$ cat src/rtl/sseg_scan_if.sv
// ---------------------------------------------------------------------------
// sseg_scan_if -- signal bundle between the display scan controller and the
// logic around it (control inputs plus the digit-select / anode outputs).
//
//   scan_en     controller input   1 = scan runs, 0 = freeze and blank
//   en_mask     controller input   bit i = 1 lets digit i light in its slot
//   sel         controller output  current digit index for the segment mux
//   an          controller output  active-low anode enables (one low or none)
//   slot_start  controller output  one-cycle pulse on the first cycle of a slot
//
// master : the side that drives scan_en/en_mask and consumes the outputs
// slave  : the scan controller itself
// ---------------------------------------------------------------------------
interface sseg_scan_if;
  logic       scan_en;
  logic [7:0] en_mask;
  logic [2:0] sel;
  logic [7:0] an;
  logic       slot_start;

  modport master (
    output scan_en,
    output en_mask,
    input  sel,
    input  an,
    input  slot_start
  );

  modport slave (
    input  scan_en,
    input  en_mask,
    output sel,
    output an,
    output slot_start
  );
endinterface : sseg_scan_if

$ cat src/rtl/sseg_scan_ctrl.sv
// ---------------------------------------------------------------------------
// sseg_scan_ctrl -- time base and digit selector for an 8-digit multiplexed
// seven-segment display.
//
// Each digit owns a slot of SLOT_CYCLES clocks. The first BLANK_CYCLES of
// every slot keep all anodes off so the segment pattern can settle on the new
// digit without ghosting onto the previous one. Disabled digits still take
// their slot, so the frame period is always 8 * SLOT_CYCLES.
//
// Ports
//   clk     system clock, rising edge
//   reset   synchronous, active-high; overrides everything
//   bus     sseg_scan_if.slave : scan_en, en_mask in; sel, an, slot_start out
//
// Parameters
//   SLOT_CYCLES   clocks per digit slot (>= 2)
//   BLANK_CYCLES  dead clocks at the start of each slot (0 .. SLOT_CYCLES-1)
// ---------------------------------------------------------------------------
module sseg_scan_ctrl #(
  parameter int SLOT_CYCLES  = 100000,
  parameter int BLANK_CYCLES = 1000
) (
  input  logic        clk,
  input  logic        reset,
  sseg_scan_if.slave  bus
);

  localparam int CNT_W = $clog2(SLOT_CYCLES);

  localparam logic [CNT_W-1:0] CNT_LAST  = CNT_W'(SLOT_CYCLES - 1);
  localparam logic [CNT_W-1:0] CNT_BLANK = CNT_W'(BLANK_CYCLES);

  localparam logic [7:0] AN_OFF = 8'hFF;

  logic [CNT_W-1:0] cnt_q, cnt_d;
  logic [2:0]       sel_q, sel_d;
  logic [7:0]       an_q,  an_d;
  logic             slot_start_q, slot_start_d;
  logic             digit_on;

  // Next-state logic. The anode pattern is derived from the *next* cnt/sel
  // so that, once registered, it always lines up with the sel and cnt that
  // are visible in the same cycle -- the blank window can never straddle a
  // sel change, and at most one anode is ever low.
  // NOTE: every signal driven here gets a default first, so no path leaves a
  // value unassigned and no latch can be inferred.
  always_comb begin
    cnt_d        = cnt_q;
    sel_d        = sel_q;
    slot_start_d = 1'b0;

    if (bus.scan_en) begin
      if (cnt_q == CNT_LAST) begin
        cnt_d        = '0;
        sel_d        = sel_q + 3'd1;  // wraps 7 -> 0 naturally
        slot_start_d = 1'b1;          // only a real wrap raises the pulse
      end else begin
        cnt_d = cnt_q + 1'b1;
      end
    end

    // Frozen scan blanks the display; a masked digit stays dark for its slot.
    digit_on = bus.scan_en && bus.en_mask[sel_d] && (cnt_d >= CNT_BLANK);
    an_d     = digit_on ? ~(8'b1 << sel_d) : AN_OFF;
  end

  // NOTE: state registers use non-blocking assignments so every register
  // samples the pre-edge values, independent of statement order.
  always_ff @(posedge clk) begin
    if (reset) begin
      cnt_q        <= '0;
      sel_q        <= '0;
      an_q         <= AN_OFF;
      slot_start_q <= 1'b0;
    end else begin
      cnt_q        <= cnt_d;
      sel_q        <= sel_d;
      an_q         <= an_d;
      slot_start_q <= slot_start_d;
    end
  end

  assign bus.sel        = sel_q;
  assign bus.an         = an_q;
  assign bus.slot_start = slot_start_q;

endmodule : sseg_scan_ctrl
$ cat src/flat_wrapper.sv
// flat-port wrapper written by rule: the top's interface ports become plain ports
module sseg_scan_ctrl_flat 
#(
  parameter int SLOT_CYCLES  = 100000,
  parameter int BLANK_CYCLES = 1000
)
  (clk, reset, bus_scan_en, bus_en_mask, bus_sel, bus_an, bus_slot_start);
  sseg_scan_if bus_i ();
  input  logic clk;
  input  logic reset;
  input wire logic [$bits(bus_i.scan_en)-1:0] bus_scan_en;
  input wire logic [$bits(bus_i.en_mask)-1:0] bus_en_mask;
  output wire logic [$bits(bus_i.sel)-1:0] bus_sel;
  output wire logic [$bits(bus_i.an)-1:0] bus_an;
  output wire logic [$bits(bus_i.slot_start)-1:0] bus_slot_start;
  assign bus_i.scan_en = bus_scan_en;
  assign bus_i.en_mask = bus_en_mask;
  assign bus_sel = bus_i.sel;
  assign bus_an = bus_i.an;
  assign bus_slot_start = bus_i.slot_start;
  sseg_scan_ctrl #(.SLOT_CYCLES(SLOT_CYCLES), .BLANK_CYCLES(BLANK_CYCLES)) u_core (.clk(clk), .reset(reset), .bus(bus_i));
endmodule
$ cat config.mk
export PLATFORM = sky130hd
export DESIGN_NAME = sseg_scan_ctrl_flat
export DESIGN_NICKNAME = d
export VERILOG_FILES = /design/src/rtl/sseg_scan_if.sv /design/src/rtl/sseg_scan_ctrl.sv /design/src/flat_wrapper.sv
export SDC_FILE = /design/constraint.sdc
export NUM_CORES = 1
export LEC_CHECK = 0
export ABC_AREA = 1
export CORE_ASPECT_RATIO = 1.5
export CORE_MARGIN = 1.5
export CORE_UTILIZATION = 50
export DETAILED_ROUTE_END_ITERATION = 7
export PLACE_DENSITY = 0.7
export SLEW_MARGIN = 30
export SYNTH_ARGS = -nofsm -noshare
export SYNTH_HDL_FRONTEND = slang
export SYNTH_SLANG_ARGS = --single-unit
$ cat constraint.sdc
create_clock -name clk -period 2.7 [get_ports clk]
set_clock_uncertainty 0.2 [all_clocks]
set_input_delay 0.27 -clock clk [delete_from_list [all_inputs] [get_ports clk]]
set_output_delay 0.27 -clock clk [all_outputs]
set_load 0.005 [all_outputs]
==> impl_table.tex, run 1 <==
\begin{tabular}{lr}
\hline
Metric & Value \\
\hline
\multicolumn{2}{l}{\textbf{Outcome}} \\
Run status & finished, final reports clean \\
\multicolumn{2}{l}{\textbf{Worst hold path}} \\
Type of the worst min-delay path & reg -> reg \\
Origin of the worst min-delay path & u\_core.cnt\_q[14] \\
\multicolumn{2}{l}{\textbf{Final layout}} \\
Number of nets in the final layout & 285 \\
Syn-to-layout area delta & 24.1\% \\
Diode insertion count for antenna repair & 0 \\
Layout cells sized above 1 & 0.110 \\
Post-route core utilization & 0.665 \\
\multicolumn{2}{l}{\textbf{Timing}} \\
Final period demand of the worst path & 2420 ps \\
Transition at the pin with the smallest max-transition slack & 423 ps \\
Peak Freq & 0.413 GHz \\
Final Cycle Share & 0.897 \\
Sum of negative setup slack & 0 ps \\
Hold Fails Final Rpt & 0 \\
Setup violations, final & 0 \\
Unrepaired setup endpoints after global routing & no \\
Max-slew violation count & 0 \\
Worst max-slew margin expressed relative to the limit & 0.717 \\
\multicolumn{2}{l}{\textbf{Clock network}} \\
Number of clock sinks seen by CTS & 29 \\
Hold buffer count at CTS & 0 \\
Clock buffers created by TritonCTS & 5 \\
CTS tree & built \\
Resize count post-CTS & 0 \\
Root Buffer & sky130\_fd\_sc\_hd\_\_clkbuf\_8 \\
Clock network latency to the later pin of the worst-skew pair & 280 ps \\
Clock Tree Buf Depth & 2 \\
Clock transition at path regs & 60 ps \\
Post-CTS Repair Setup Buffers & 0 \\
\# H-tree levels & 2 \\
\multicolumn{2}{l}{\textbf{Power}} \\
Static power due to leakage & 0.847 nW \\
Power per unit of standard cell area & 443 nW/µm² \\
Worst supply voltage drop on vdd & 0.290 mV \\
\multicolumn{2}{l}{\textbf{Global route}} \\
Maximum number of pins on one net before global-route repair & 16 \\
Initial antenna violation count & 0 \\
Global-route total usage across every layer & 0.241 \\
Sum of overflow across all layers after global routing & 0 \\
Vias in the first global route & 1,575 \\
Wire length of the first global-routing pass & 6580 µm \\
\multicolumn{2}{l}{\textbf{Yosys}} \\
Library cell occupying the most area in the post-synthesis netlist & sky130\_fd\_sc\_hd\_\_dfxtp\_1 \\
Warning count from the yosys run & 0 \\
Post-synth design cell area & 1590 µm² \\
Count of distinct cell types in the synthesized netlist & 30 \\
Area share of the largest cell type after synthesis & 0.364 \\
Top cells by count, synth & 54 x sky130\_fd\_sc\_hd\_\_nand2\_1, 45 x sky130\_fd\_sc\_hd\_\_nor2\_1, 29 x sky130\_fd\_sc\_hd\_\_dfxtp\_1, 29 x sky130\_fd\_sc\_hd\_\_inv\_1, 27 x sky130\_fd\_sc\_hd\_\_nand3\_1 \\
Synthesized netlist net count & 255 \\
Syn avg cell area & 6.58 µm² \\
Post-synth ARST share & 0 \\
Top-count cell post-synth & sky130\_fd\_sc\_hd\_\_nand2\_1 \\
Synthesis-stage register bit count & 29 \\
Count of mapped cells out of synthesis & 242 \\
Post-synthesis sequential area ratio & 0.364 \\
Prevailing post-synth register cell & sky130\_fd\_sc\_hd\_\_dfxtp\_1 \\
Top post-synthesis cells by area & sky130\_fd\_sc\_hd\_\_dfxtp\_1 36\%, sky130\_fd\_sc\_hd\_\_nand2\_1 13\%, sky130\_fd\_sc\_hd\_\_nor2\_1 11\% \\
Count of flip-flops with a built-in enable after synthesis & 0 \\
\multicolumn{2}{l}{\textbf{Floorplan}} \\
Y dimension of the die & 72.1 µm \\
\# rows & 24 \\
Floorplan die width & 49.1 µm \\
Die area & 3540 µm² \\
Top Ports & 23 \\
Starting Density & 0.536 \\
Core box area & 2970 µm² \\
\multicolumn{2}{l}{\textbf{Setup path}} \\
Library cell appearing most often on the critical path & sky130\_fd\_sc\_hd\_\_nand3\_1 \\
CP Buf/Inv Count & 0 \\
Worst setup path startpoint & u\_core.cnt\_q[0] \\
Crit-path cells & ha\_1, nand2\_1, nor2\_1, nand3\_1, nor2\_1, nand3\_1, nand2\_1, nand3\_1, nand2\_1, o21bai\_2, nor2\_4, nand3\_1 \\
Endpoint arrival time on the critical path & 2370 ps \\
Crit path kind & reg -> reg \\
Data required time of the worst path & 2650 ps \\
Largest incremental delay on the critical path & 400 ps \\
Critical-path maximum fanout & 8 \\
Top Family by Delay on Critical Path & simple AND/OR/NAND/NOR gates \\
Worst path slowest cell & sky130\_fd\_sc\_hd\_\_dfxtp\_1 \\
Startpoint of the most critical register-to-register path & u\_core.cnt\_q[0] \\
Type of destination of the critical path & flop \\
Startpoint type of the worst setup path & flop \\
\multicolumn{2}{l}{\textbf{Drt}} \\
Wire length reported by the detailed router & 3780 µm \\
DRC errors left & 0 \\
Routed length per placed instance & 12.1 µm \\
Number of DRC violations after detailed-routing iteration 0 & 34 \\
Count of antenna-violating nets left after detailed routing & 0 \\
Total iterations of the first detailed-routing run & 4 \\
Per-cell via count in the routed design & 5.05 \\
Number of vias after detailed routing & 1,575 \\
\multicolumn{2}{l}{\textbf{Place}} \\
Number of port buffers & 22 \\
RePlAce Congestion & 0.906 \\
HPWL Detailed & 2970 µm \\
\multicolumn{2}{l}{\textbf{Run}} \\
Count of maximum capacitance violations & 0 \\
\hline
\end{tabular}
[through the flow]
step                power (W)  worst slack, ps  hold WS [ps]  cell area [µm²]  instances
finish               0.000875              277           333             1980        312
global route         0.000905             25.8           370             1980        312
CTS                  0.000882              289           329             1980        312
detailed placement   0.000487              166           320             1880        304
global placement     0.000486              190           308             1880        304
floorplan            0.000464              649           254             1590        242
[sequential cells by signal, summed over array words and instances, names as in the netlist]
| name | count |
|---|---|
| u_core.bus.an | 8 |
| u_core.bus.sel | 3 |
| u_core.bus.slot_start | 1 |
| u_core.cnt_q | 17 |
[cell families after synthesis]
logic type	after synthesis	synth area share
XOR/XNOR	4	0.0220
AND/OR/NAND/NOR	159	0.456
buffers and inverters	37	0.0935
AO/OA/AOI/OAI	11	0.0487
flip-flops	29	0.364
adder cells (fa/ha/maj)	2	0.0157
[final cells by class]
type                            count  area (µm²)
Inverter                           33         125
Fill cell                         270         996
Sequential cell                    29         581
Tap cell                           39        48.8
Multi-Input combinational cell    176         863
Timing Repair Buffer               27         258
Clock buffer                        7        96.3
Clock inverter                      1        5.00
[final timing paths]
path	slack [ps]	depth (start not counted)	to
worst min-delay path	330	2	u_core.cnt_q[14]
worst max-delay path	280	12	u_core.bus.an[1]
worst min register to register	330	2	u_core.cnt_q[14]
worst max register to register	280	12	u_core.bus.an[1]
[power breakdown]
part	switching (W)	leakage (nW)	internal (W)
registers	0.00000357	0.234	0.000431
clock network	0.000168	0.0542	0.000230
logic	0.0000193	0.558	0.0000235
total	0.000191	0.847	0.000684
[layer usage]
layer | vias up | part of all wire | global-route usage
li1 | 824 | - | -
met1 | 704 | 0.42 | 0.250
met5 | - | 0 | 0
met2 | 34 | 0.52 | 0.446
met3 | 13 | 0.033 | 0.0556
met4 | 0 | 0.032 | 0.124
[cells in the final DEF, fill, tap and decap left out, types with 3 or more instances in the layout]
master / Yosys / final
sky130_fd_sc_hd__nand4_1: 9 / 9
sky130_fd_sc_hd__nand3b_1: 4 / 4
sky130_fd_sc_hd__nand3_1: 27 / 27
sky130_fd_sc_hd__nand2_2: 5 / 5
sky130_fd_sc_hd__xor2_1: 3 / 3
sky130_fd_sc_hd__nor3_1: 7 / 7
sky130_fd_sc_hd__inv_2: 3 / 3
sky130_fd_sc_hd__dfxtp_1: 29 / 29
sky130_fd_sc_hd__buf_4: 0 / 5
sky130_fd_sc_hd__inv_1: 29 / 29
sky130_fd_sc_hd__clkbuf_8: 0 / 7
sky130_fd_sc_hd__nor2_1: 45 / 45
sky130_fd_sc_hd__a21oi_1: 5 / 5
sky130_fd_sc_hd__nand2_1: 54 / 54
sky130_fd_sc_hd__clkdlybuf4s50_1: 0 / 22
[worst reg2reg max path, cell delays in order (launching register included)]
cell	delay, ps
sky130_fd_sc_hd__dfxtp_1	400
sky130_fd_sc_hd__ha_1	240
sky130_fd_sc_hd__nand2_1	150
sky130_fd_sc_hd__nor2_1	230
sky130_fd_sc_hd__nand3_1	130
sky130_fd_sc_hd__nor2_1	200
sky130_fd_sc_hd__nand3_1	100
sky130_fd_sc_hd__nand2_1	70
sky130_fd_sc_hd__nand3_1	90
sky130_fd_sc_hd__nand2_1	100
sky130_fd_sc_hd__o21bai_2	80
sky130_fd_sc_hd__nor2_4	190
sky130_fd_sc_hd__nand3_1	100
No activity file was read; power rests on OpenSTA's default activity.
==> inputs of run 2 (changes only) <==
- TNS_END_PERCENT: default -> 5
==> results of run 2 <==
No change in the layout: final DEF, timing and power equal those of run 1.
